<file path="src/rtl/vec_op_pack_if.sv">
// Stream bundle for vec_op_pack: scalar element input plus packed-vector
// output with its valid/ready handshake.
interface vec_op_pack_if #(
  parameter int unsigned DATA_WIDTH = 16,
  parameter int unsigned VEC_LEN    = 4
);
  logic                          in_vld;
  logic [DATA_WIDTH-1:0]         x_in;
  logic [VEC_LEN*DATA_WIDTH-1:0] vec_out;
  logic                          vec_vld;
  logic                          vec_rdy;

  // Producer of elements and consumer of vectors.
  modport master (
    output in_vld, x_in, vec_rdy,
    input  vec_out, vec_vld
  );

  // The packer itself.
  modport slave (
    input  in_vld, x_in, vec_rdy,
    output vec_out, vec_vld
  );
endinterface

</file>
<file path="src/rtl/vec_op_pack.sv">
// vec_op_pack: collects VEC_LEN scalar CORDIC results into one packed vector.
// Double-buffered: a fill register gathers elements while the output register
// is held for the consumer. Elements that cannot be stored are dropped and
// flagged through the sticky overflow bit.
// Optional macro VEC_OP_PACK_DROP_CNT_EN adds an 8-bit saturating drop counter.
module vec_op_pack #(
  parameter int unsigned DATA_WIDTH = 16,
  parameter int unsigned VEC_LEN    = 4,
  parameter int unsigned IDX_WIDTH  = 2
) (
  input  logic                 clk,
  input  logic                 nreset,
  vec_op_pack_if.slave         bus,
  input  logic                 flush,
  output logic [IDX_WIDTH-1:0] elem_idx,
  output logic                 overflow,
  input  logic                 clr_ovf
`ifdef VEC_OP_PACK_DROP_CNT_EN
  ,
  output logic [7:0]           drop_cnt
`endif
);

  localparam int unsigned VEC_W = VEC_LEN * DATA_WIDTH;
  localparam int unsigned CNT_W = 8;

  typedef enum logic [0:0] {
    FILL = 1'b0,
    HOLD = 1'b1
  } state_t;

  state_t               state_q, state_d;
  logic [VEC_W-1:0]     fill_q, fill_d;
  logic [VEC_W-1:0]     vec_out_q, vec_out_d;
  logic                 vec_vld_q, vec_vld_d;
  logic [IDX_WIDTH-1:0] idx_q, idx_d;
  logic                 ovf_q, ovf_d;
  logic                 drop;
  logic                 load_out;
  logic                 handshake;
  logic                 out_free;

  assign handshake = vec_vld_q & bus.vec_rdy;
  assign out_free  = ~vec_vld_q | bus.vec_rdy;

  // Next-state: element capture, hold/transfer of the completed vector, drops.
  always_comb begin
    state_d   = state_q;
    fill_d    = fill_q;
    vec_out_d = vec_out_q;
    idx_d     = idx_q;
    drop      = 1'b0;
    load_out  = 1'b0;
    case (state_q)
      FILL: begin
        if (flush) begin
          idx_d = '0;
        end else if (bus.in_vld) begin
          for (int unsigned k = 0; k < VEC_LEN; k++) begin
            if (idx_q == IDX_WIDTH'(k)) begin
              fill_d[k*DATA_WIDTH +: DATA_WIDTH] = bus.x_in;
            end
          end
          if (idx_q == IDX_WIDTH'(VEC_LEN - 1)) begin
            idx_d = '0;
            if (out_free) begin
              load_out = 1'b1;
            end else begin
              state_d = HOLD;
            end
          end else begin
            idx_d = idx_q + IDX_WIDTH'(1);
          end
        end
      end
      HOLD: begin
        if (flush) begin
          state_d = FILL;
          idx_d   = '0;
        end else begin
          drop = bus.in_vld;
          if (handshake) begin
            load_out = 1'b1;
            state_d  = FILL;
          end
        end
      end
      default: begin
        state_d = FILL;
      end
    endcase
    if (load_out) begin
      vec_out_d = fill_d;
    end
    vec_vld_d = load_out | (vec_vld_q & ~bus.vec_rdy);
    ovf_d     = drop | (ovf_q & ~clr_ovf);
  end

  // State and datapath registers.
  always_ff @(posedge clk or negedge nreset) begin
    if (!nreset) begin
      state_q   <= FILL;
      fill_q    <= '0;
      vec_out_q <= '0;
      vec_vld_q <= 1'b0;
      idx_q     <= '0;
      ovf_q     <= 1'b0;
    end else begin
      state_q   <= state_d;
      fill_q    <= fill_d;
      vec_out_q <= vec_out_d;
      vec_vld_q <= vec_vld_d;
      idx_q     <= idx_d;
      ovf_q     <= ovf_d;
    end
  end

  assign bus.vec_out = vec_out_q;
  assign bus.vec_vld = vec_vld_q;
  assign elem_idx    = idx_q;
  assign overflow    = ovf_q;

`ifdef VEC_OP_PACK_DROP_CNT_EN
  logic [CNT_W-1:0] cnt_q, cnt_d;

  // Saturating drop counter; a drop coinciding with clear restarts at one.
  always_comb begin
    cnt_d = cnt_q;
    if (clr_ovf) begin
      cnt_d = drop ? CNT_W'(1) : '0;
    end else if (drop && (cnt_q != {CNT_W{1'b1}})) begin
      cnt_d = cnt_q + CNT_W'(1);
    end
  end

  // Drop counter register.
  always_ff @(posedge clk or negedge nreset) begin
    if (!nreset) begin
      cnt_q <= '0;
    end else begin
      cnt_q <= cnt_d;
    end
  end

  assign drop_cnt = cnt_q;
`endif

endmodule
</file>
<file path="src/flat_wrapper.sv">
// flat-port wrapper written by rule: the top's interface ports become plain ports
module vec_op_pack_flat 
#(
  parameter int unsigned DATA_WIDTH = 16,
  parameter int unsigned VEC_LEN    = 4,
  parameter int unsigned IDX_WIDTH  = 2
)
  (clk, nreset, flush, elem_idx, overflow, clr_ovf, bus_in_vld, bus_x_in, bus_vec_rdy, bus_vec_out, bus_vec_vld);
  vec_op_pack_if #(.DATA_WIDTH(DATA_WIDTH), .VEC_LEN(VEC_LEN)) bus_i ();
  input  logic clk;
  input  logic nreset;
  input  logic flush;
  output logic [IDX_WIDTH-1:0] elem_idx;
  output logic overflow;
  input  logic clr_ovf;
  input wire logic [$bits(bus_i.in_vld)-1:0] bus_in_vld;
  input wire logic [$bits(bus_i.x_in)-1:0] bus_x_in;
  input wire logic [$bits(bus_i.vec_rdy)-1:0] bus_vec_rdy;
  output wire logic [$bits(bus_i.vec_out)-1:0] bus_vec_out;
  output wire logic [$bits(bus_i.vec_vld)-1:0] bus_vec_vld;
  assign bus_i.in_vld = bus_in_vld;
  assign bus_i.x_in = bus_x_in;
  assign bus_i.vec_rdy = bus_vec_rdy;
  assign bus_vec_out = bus_i.vec_out;
  assign bus_vec_vld = bus_i.vec_vld;
  vec_op_pack #(.DATA_WIDTH(DATA_WIDTH), .VEC_LEN(VEC_LEN), .IDX_WIDTH(IDX_WIDTH)) u_core (.clk(clk), .nreset(nreset), .bus(bus_i), .flush(flush), .elem_idx(elem_idx), .overflow(overflow), .clr_ovf(clr_ovf));
endmodule
</file>
<file path="config.mk">
export PLATFORM = sky130hd
export DESIGN_NAME = vec_op_pack_flat
export DESIGN_NICKNAME = d
export VERILOG_FILES = /design/src/rtl/vec_op_pack_if.sv /design/src/rtl/vec_op_pack.sv /design/src/flat_wrapper.sv
export SDC_FILE = /design/constraint.sdc
export NUM_CORES = 1
export LEC_CHECK = 0
export BUFFER_PORTS_ARGS = -buffer_cell sky130_fd_sc_hd__buf_2
export CAP_MARGIN = 20
export CORE_MARGIN = 2
export CORE_UTILIZATION = 55
export CTS_CLUSTER_SIZE = 40
export DETAILED_ROUTE_END_ITERATION = 12
export GPL_ROUTABILITY_DRIVEN = 0
export PLACE_DENSITY = 0.81
export SYNTH_ARGS = -nofsm -noshare
export SYNTH_HDL_FRONTEND = slang
export SYNTH_SLANG_ARGS = --single-unit
</file>
<file path="constraint.sdc">
create_clock -name clk -period 2.9 [get_ports clk]
set_input_delay 0.29 -clock clk [delete_from_list [all_inputs] [get_ports clk]]
set_output_delay 0.29 -clock clk [all_outputs]
set_load 0.01 [all_outputs]
</file>
==> parameters.txt, run 1 <==
Parameter                              Value

Status
  Result of the run ... complete, no violations

Timing
  Max-slew violation count ... 0
  Actual transition at the worst max-transition pin ... 758.8 ps
  Final Critical Period ... between 2000 and 2500 ps
  Sum of negative setup slack ... 0 ps
  Hold WS ... 86.17 ps
  Headroom to the max-slew limit ... 0.4941
  RSZ-0062 raised after global routing ... false
  Share of the clock period used by the worst path ... 0.7320
  Count of final hold-check violations ... 0
  Maximum achievable frequency ... about 470 MHz
  Worst Clk Skew ... 6.672 ps
  Count of endpoints failing setup in the final report ... 0

Clocking
  Root buf cell ... clkbuf_8
  Clock network latency to the later pin of the worst-skew pair ... 500 ps
  CTS tree ... yes
  Clock-pin slew on the worst setup and hold paths ... 50 ps
  CTS Buffer Depth ... 2
  Number of CTS-inserted buffers ... 17
  Resized Gates After CTS ... 0
  Total clock sinks ... 133
  H-tree depth ... 4

Synth
  Basic-gate share of the synthesized area counting and, or, nand and nor cells ... 0.01634
  Synth Area per Inst ... roughly 17 um2
  Seq/Total Area, Yosys ... 0.6488
  Number of library cell types mapped by synthesis ... 20
  Number of standard cells after synthesis ... 306
  Dominant cell type by area after synthesis ... dfrtp_1
  Post-synthesis net count ... 333
  Share of synthesized flip-flops with an asynchronous set or reset ... 1.000
  Count of flip-flops with a built-in enable after synthesis ... 0
  Adder-cell share of the synthesized area ... 0.01220
  Top FF cell, synth ... dfrtp_1
  Post-synthesis mux area share ... 0.2829
  Syn. warnings ... 0
  Area contributors post-synth ... dfrtp_1, mux2_2, mux2_1, buf_6, ha_1
  Number of synthesized register bits ... 133
  Post-synth top area share ... 0.6488
  Area share of xor/xnor cells in the synthesized design ... 0.001707
  Dominant combinational cell family by area after synthesis ... multiplexers
  Complex-gate fraction of the synthesized area ... 0.01098
  Post-synthesis instance area ... between 5000 and 6000 um2

Critical path
  Worst Setup End Kind ... flop
  Worst setup path class ... flop to flop
  Path length in cells of the critical path ... 6
  Reg2reg setup slack ... 780 ps
  Startpoint kind of the worst setup timing path ... flop
  Largest stage delay, worst path ... 460 ps
  Worst-case reg-to-reg path depth ... 6
  CP Data Required Time ... about 3300 ps
  Critical-path cell with the highest stage delay ... dfrtp_1
  Worst EP arrival ... 2500 ps
  Family of cells with the greatest summed delay on the critical path ... multiplexers
  Top fanout value on the critical path ... 16
  CP Buf/Inv Count ... 2
  CP Cell Sequence ... inv_1, ha_1, nor4bb_4, buf_4, mux2_2, mux2_1

Cells and area
  Post-layout net count ... 439
  Diode count ... 0
  Share of cells above drive strength 1 ... 0.5788
  Final Non-Filler Cells ... 536
  Number of inserted filler cells in the final layout ... slightly below 600
  Area delta synth->final ... 24.66%
  Finished Core Util ... 0.6987

Placed design
  Count of placed standard cells including taps ... 501
  Detailed Place HPWL ... slightly above 6 mm
  Number of input and output port buffers inserted ... 89

Floorplan
  Die area ... 10120 um2
  Boundary Pins ... 90
  Die extent in y ... 100.6 um
  Starting density of the core ... 0.5605
  Standard-cell rows ... 35
  Core area ... 9153 um2
  Die Width ... 100.6 um

Global route
  Gr ovfl total ... 0
  Met2 capacity usage during global routing ... 0.3325
  Global Route Usage Sum ... 0.2076
  GRT met3 Usage ... 0.05340
  Vias in the first global route ... 3076
  Most congested layer reported by global routing ... met2
  Wire length of the first global-routing pass ... around 16 mm
  Number of antenna violations at the first check in global routing ... 0
  Met1 usage in global routing ... 0.2842
  Maximum number of pins on one net before global-route repair ... 65

Routing
  Final WL ... just under 10 mm
  Via count ... between 2000 and 3000
  Number of DRC violations after detailed-routing iteration 0 ... 83
  Wire length per cell after detailed routing ... 18.10 um
  Vias per std cell ... 5.306
  Iteration count of the initial detailed-routing pass ... 4
  Count of nets left with antenna violations after detail routing ... 0
  Number of remaining DRC errors ... 0

Power
  Total power draw ... 5.402 mW
  PD cells ... 844.7 nW/um2
  Reported leakage power ... approximately 3.3 nW
  Worst IR Drop VDD ... 429.3 uV

Job
  Max_cap viols ... 0

Hold path
  Cell depth of the worst hold path ... 2
  Classification of the worst-slack hold path ... primary input to flop
[state kept, by name, summed over array words and instances, names as in the netlist]
register            flops
u_core.bus.vec_out     64
u_core.bus.vec_vld      1
u_core.elem_idx         2
u_core.fill_q          64
u_core.overflow         1
u_core.state_q          1
[layout by cell type (no fill, tap or decap), drive strengths merged]
cell type    count
o21ai            2
nor2b            1
clkinvlp         2
mux2           128
nand3b           1
ha               5
clkbuf          26
nor4bb           5
xnor2            1
inv              4
dlygate4sd3      3
nor2             2
a21oi            2
a2bb2oi          1
buf            100
mux2i            1
clkinv           2
a21o             1
or2              1
bufinv           2
a211oi           1
dfrtp          133
nand2            1
[layout make-up]
type	count	area, um2	area share
multi-input combinational	153	1720	0.2690
clock inverter	6	88.84	0.01389
sequential	133	3328	0.5204
tap	111	138.9	0.02172
clock buffer	26	518.0	0.08100
timing repair buffer	103	585.6	0.09157
inverter	4	15.01	0.002348
[synthesized netlist by cell type (2+ instances only)]
cell type / number
a21oi_1: 2
nor4bb_1: 5
ha_1: 5
buf_2: 9
mux2_1: 19
o21ai_0: 2
nor2_1: 2
dfrtp_1: 133
inv_1: 4
mux2_2: 109
buf_6: 7
[kinds of logic after synthesis]
logic type               after synthesis
flip-flops                           133
multiplexers                         129
buffers and inverters                 20
AND/OR/NAND/NOR                       11
AO/OA/AOI/OAI                          7
adder cells (fa/ha/maj)                5
XOR/XNOR                               1
[final timing paths]
path,from,to
max,u_core.elem_idx[0],u_core.bus.vec_out[12]
min,bus_x_in[11],u_core.fill_q[59]
max reg2reg,u_core.elem_idx[0],u_core.bus.vec_out[12]
min reg2reg,u_core.bus.vec_out[8],u_core.bus.vec_out[8]
max in group asynchronous,nreset,u_core.bus.vec_out[1]
min in group asynchronous,nreset,u_core.fill_q[29]
[per-layer routing]
metal	vias to the layer above	routed length, um
met2	63	4841
li1	1296	-
met5	-	0
met1	1478	4434
met4	0	64
met3	7	363
[metrics by stage]
stage	setup WS [ps]	cell area (um2)
6_report	777.1	6395
5_1_grt	683.4	6395
4_1_cts	779.3	6395
3_5_place_dp	788.6	5758
3_3_place_gp	857.2	5758
2_1_floorplan	812.1	5130
[worst register-to-register path, stage by stage (launching register included)]
cell and delay, ps:
dfrtp_1 460, inv_1 130, ha_1 160, nor4bb_4 270, buf_4 310, mux2_2 390, mux2_1 300
[power breakdown]
group / internal, mW / switching (mW)
Sequential: 2.27 / 0.164
Combinational: 0.449 / 0.395
Clock: 1.38 / 0.733
Total: 4.11 / 1.29
[repair_timing]
item	CTS	global route
buffers inserted	0	0
hold buffers	3	0
hold endpoints to repair	61	0
No activity file was read; power rests on OpenSTA's default activity.
==> run 2: changes to the inputs <==
- clock period: 2.9 -> 2 ns (I/O delays scaled with it)
==> parameters.txt, run 2 (same netlist as run 1, synthesis figures left out) <==
Parameter                              Value

Status
  Result of the run ... complete, but fails checks (was complete, no violations)
  Failing checks ... setup timing

Timing
  Maximum achievable frequency ... 499.1 MHz (was 471.0 MHz)
  RSZ-0062 raised after global routing ... true (was false)
  Max-slew violation count ... 0 (unchanged)
  Actual transition at the worst max-transition pin ... 692.5 ps (was 758.8 ps)
  Worst Clk Skew ... 6.173 ps (was 6.672 ps)
  Final Critical Period ... 2004 ps (was 2123 ps)
  Count of endpoints failing setup in the final report ... 4 (was 0)
  Share of the clock period used by the worst path ... 1.002 (was 0.7320)
  Worst Slack Setup Final ... -3.555 ps (was 777.1 ps)
  Sum of negative setup slack ... -7.984 ps (was 0 ps)
  Count of final hold-check violations ... 0 (unchanged)
  Headroom to the max-slew limit ... 0.5383 (was 0.4941)

Cells and area
  Diode count ... 0 (unchanged)
  Area delta synth->final ... 31.68% (was 24.66%)
  Share of cells above drive strength 1 ... 0.5835 (was 0.5788)
  Most common library cell in the layout ignoring fill and taps ... dfrtp_1 (unchanged)
  Post-layout net count ... 465 (was 439)
  Post-route design area ... 6755 um2 (was 6395 um2)
  Number of inserted filler cells in the final layout ... 558 (was 591)
  Highest-count cells in the layout ignoring fill and taps ... dfrtp_1, mux2_2, buf_2 (unchanged)

Placed design
  Detailed Place HPWL ... 6.160 mm (was 6.098 mm)
  Placement Cell Area ... 5818 um2 (was 5758 um2)
  Number of input and output port buffers inserted ... 89 (unchanged)

Clocking
  Clock-pin slew on the worst setup and hold paths ... 60 ps (was 50 ps)
  Clock network latency to the later pin of the worst-skew pair ... 510 ps (was 500 ps)
  Total clock sinks ... 133 (unchanged)
  CTS tree ... yes (unchanged)
  CTS Buffer Depth ... 2 (unchanged)
  Root buf cell ... clkbuf_8 (unchanged)
  H-tree depth ... 4 (unchanged)
  Number of CTS-inserted buffers ... 17 (unchanged)

Floorplan
  Die extent in y ... 100.6 um (unchanged)
  Die Width ... 100.6 um (unchanged)
  Starting density of the core ... 0.5605 (unchanged)
  Standard-cell rows ... 35 (unchanged)
  Boundary Pins ... 90 (unchanged)
  Core area ... 9153 um2 (unchanged)
  Die area ... 10120 um2 (unchanged)

Hold path
  Classification of the worst-slack hold path ... primary input to flop (unchanged)

Critical path
  Most frequent cell on the critical path ... buf_6
  Critical-path cell with the highest stage delay ... dfrtp_2 (was dfrtp_1)
  Top fanout value on the critical path ... 7 (was 16)
  CP Cell Sequence ... buf_6, nor4bb_4, buf_4, buf_6, mux2_2, mux2_1 (was inv_1, ha_1, nor4bb_4, buf_4, mux2_2, mux2_1)
  Worst setup path class ... flop to flop (unchanged)
  CP Buf/Inv Count ... 3 (was 2)
  CP Data Required Time ... 2390 ps (was 3280 ps)
  Largest stage delay, worst path ... 460 ps (about the same)
  Startpoint kind of the worst setup timing path ... flop (unchanged)
  Worst Setup End Kind ... flop (unchanged)
  Worst EP arrival ... 2400 ps (was 2500 ps)
  Family of cells with the greatest summed delay on the critical path ... multiplexers (unchanged)

Routing
  Final WL ... 10.55 mm (was 9.704 mm)
  Number of DRC violations after detailed-routing iteration 0 ... 92 (was 83)
  Via count ... 2957 (was 2844)
  Wire length per cell after detailed routing ... 18.84 um (was 18.10 um)
  Vias per std cell ... 5.280 (was 5.306)
  Iteration count of the initial detailed-routing pass ... 4 (unchanged)
  Number of remaining DRC errors ... 0 (unchanged)
  Count of nets left with antenna violations after detail routing ... 0 (unchanged)

Power
  PD cells ... 1196 nW/um2 (was 844.7 nW/um2)
  Reported leakage power ... 3.467 nW (was 3.286 nW)
  Worst IR Drop VDD ... 687.2 uV (was 429.3 uV)

Global route
  Wire length of the first global-routing pass ... 16.51 mm (was 15.81 mm)
  Number of antenna violations at the first check in global routing ... 0 (unchanged)
  Global Route Usage Sum ... 0.2176 (was 0.2076)
  Maximum number of pins on one net before global-route repair ... 134 (was 65)
  Vias in the first global route ... 3205 (was 3076)
  Gr ovfl total ... 0 (unchanged)

Job
  Max_cap viols ... 0 (unchanged)
==> run 2: final cells by class <==
type	count	area, um2	area share
Tap cell	111	138.9	0.02056
Clock inverter	9	151.4	0.02241
Timing Repair Buffer	129	873.3	0.1293
Multi-Input combinational cell	153	1787	0.2645
Sequential cell	133	3331	0.4931
Clock buffer	21	459.2	0.06798
Inverter	4	15.01	0.002223
==> run 2: power breakdown <==
group	total [mW]	switching [mW]	internal (mW)
registers	3.53	0.232	3.30
logic	1.35	0.603	0.743
clock network	3.20	1.09	2.11
total	8.08	1.93	6.15
==> run 2: what timing repair did <==
item	in CTS	in global routing
endpoints found under the hold margin	176	0
pin swaps	3	2
endpoints found under the setup margin	34	45
gates cloned	1	1
hold buffers	17	0
resized for setup	5	18
buffers inserted	2	3
==> run 2: per-layer routing <==
layer / up-vias / track usage / part of all wire
met5: - / 0 / 0
met4: 0 / 0.08219 / 0.015
met3: 12 / 0.05756 / 0.034
met2: 70 / 0.3573 / 0.51
met1: 1534 / 0.2798 / 0.44
li1: 1341 / - / -
==> run 2: stage by stage <==
stage | setup WS [ps] | utilization | hold slack [ps] | power (mW) | std cells
final | -3.555 | 0.7381 | 11.76 | 8.077 | 560
after global routing | -79.30 | 0.7381 | 5.507 | 8.421 | 560
after CTS | 0.9810 | 0.7275 | 3.982 | 8.052 | 556
after detailed placement | -50.30 | 0.6357 | 370.7 | 4.783 | 506
after global placement | 31.89 | 0.6357 | 362.5 | 4.699 | 506
after floorplan | 16.30 | - | -95.59 | 4.258 | 306
==> run 2: worst paths after layout <==
kind,startpoint,to,slack [ps],depth (start not counted)
max in group asynchronous,nreset,u_core.state_q,1100,3
setup / recovery,u_core.state_q,u_core.bus.vec_out[3],-4,6
hold / removal,bus_x_in[5],u_core.fill_q[37],10,2
min in group asynchronous,nreset,u_core.bus.vec_out[18],320,3
setup reg to reg,u_core.state_q,u_core.bus.vec_out[3],-4,6
hold reg to reg,u_core.bus.vec_out[34],u_core.bus.vec_out[34],480,1
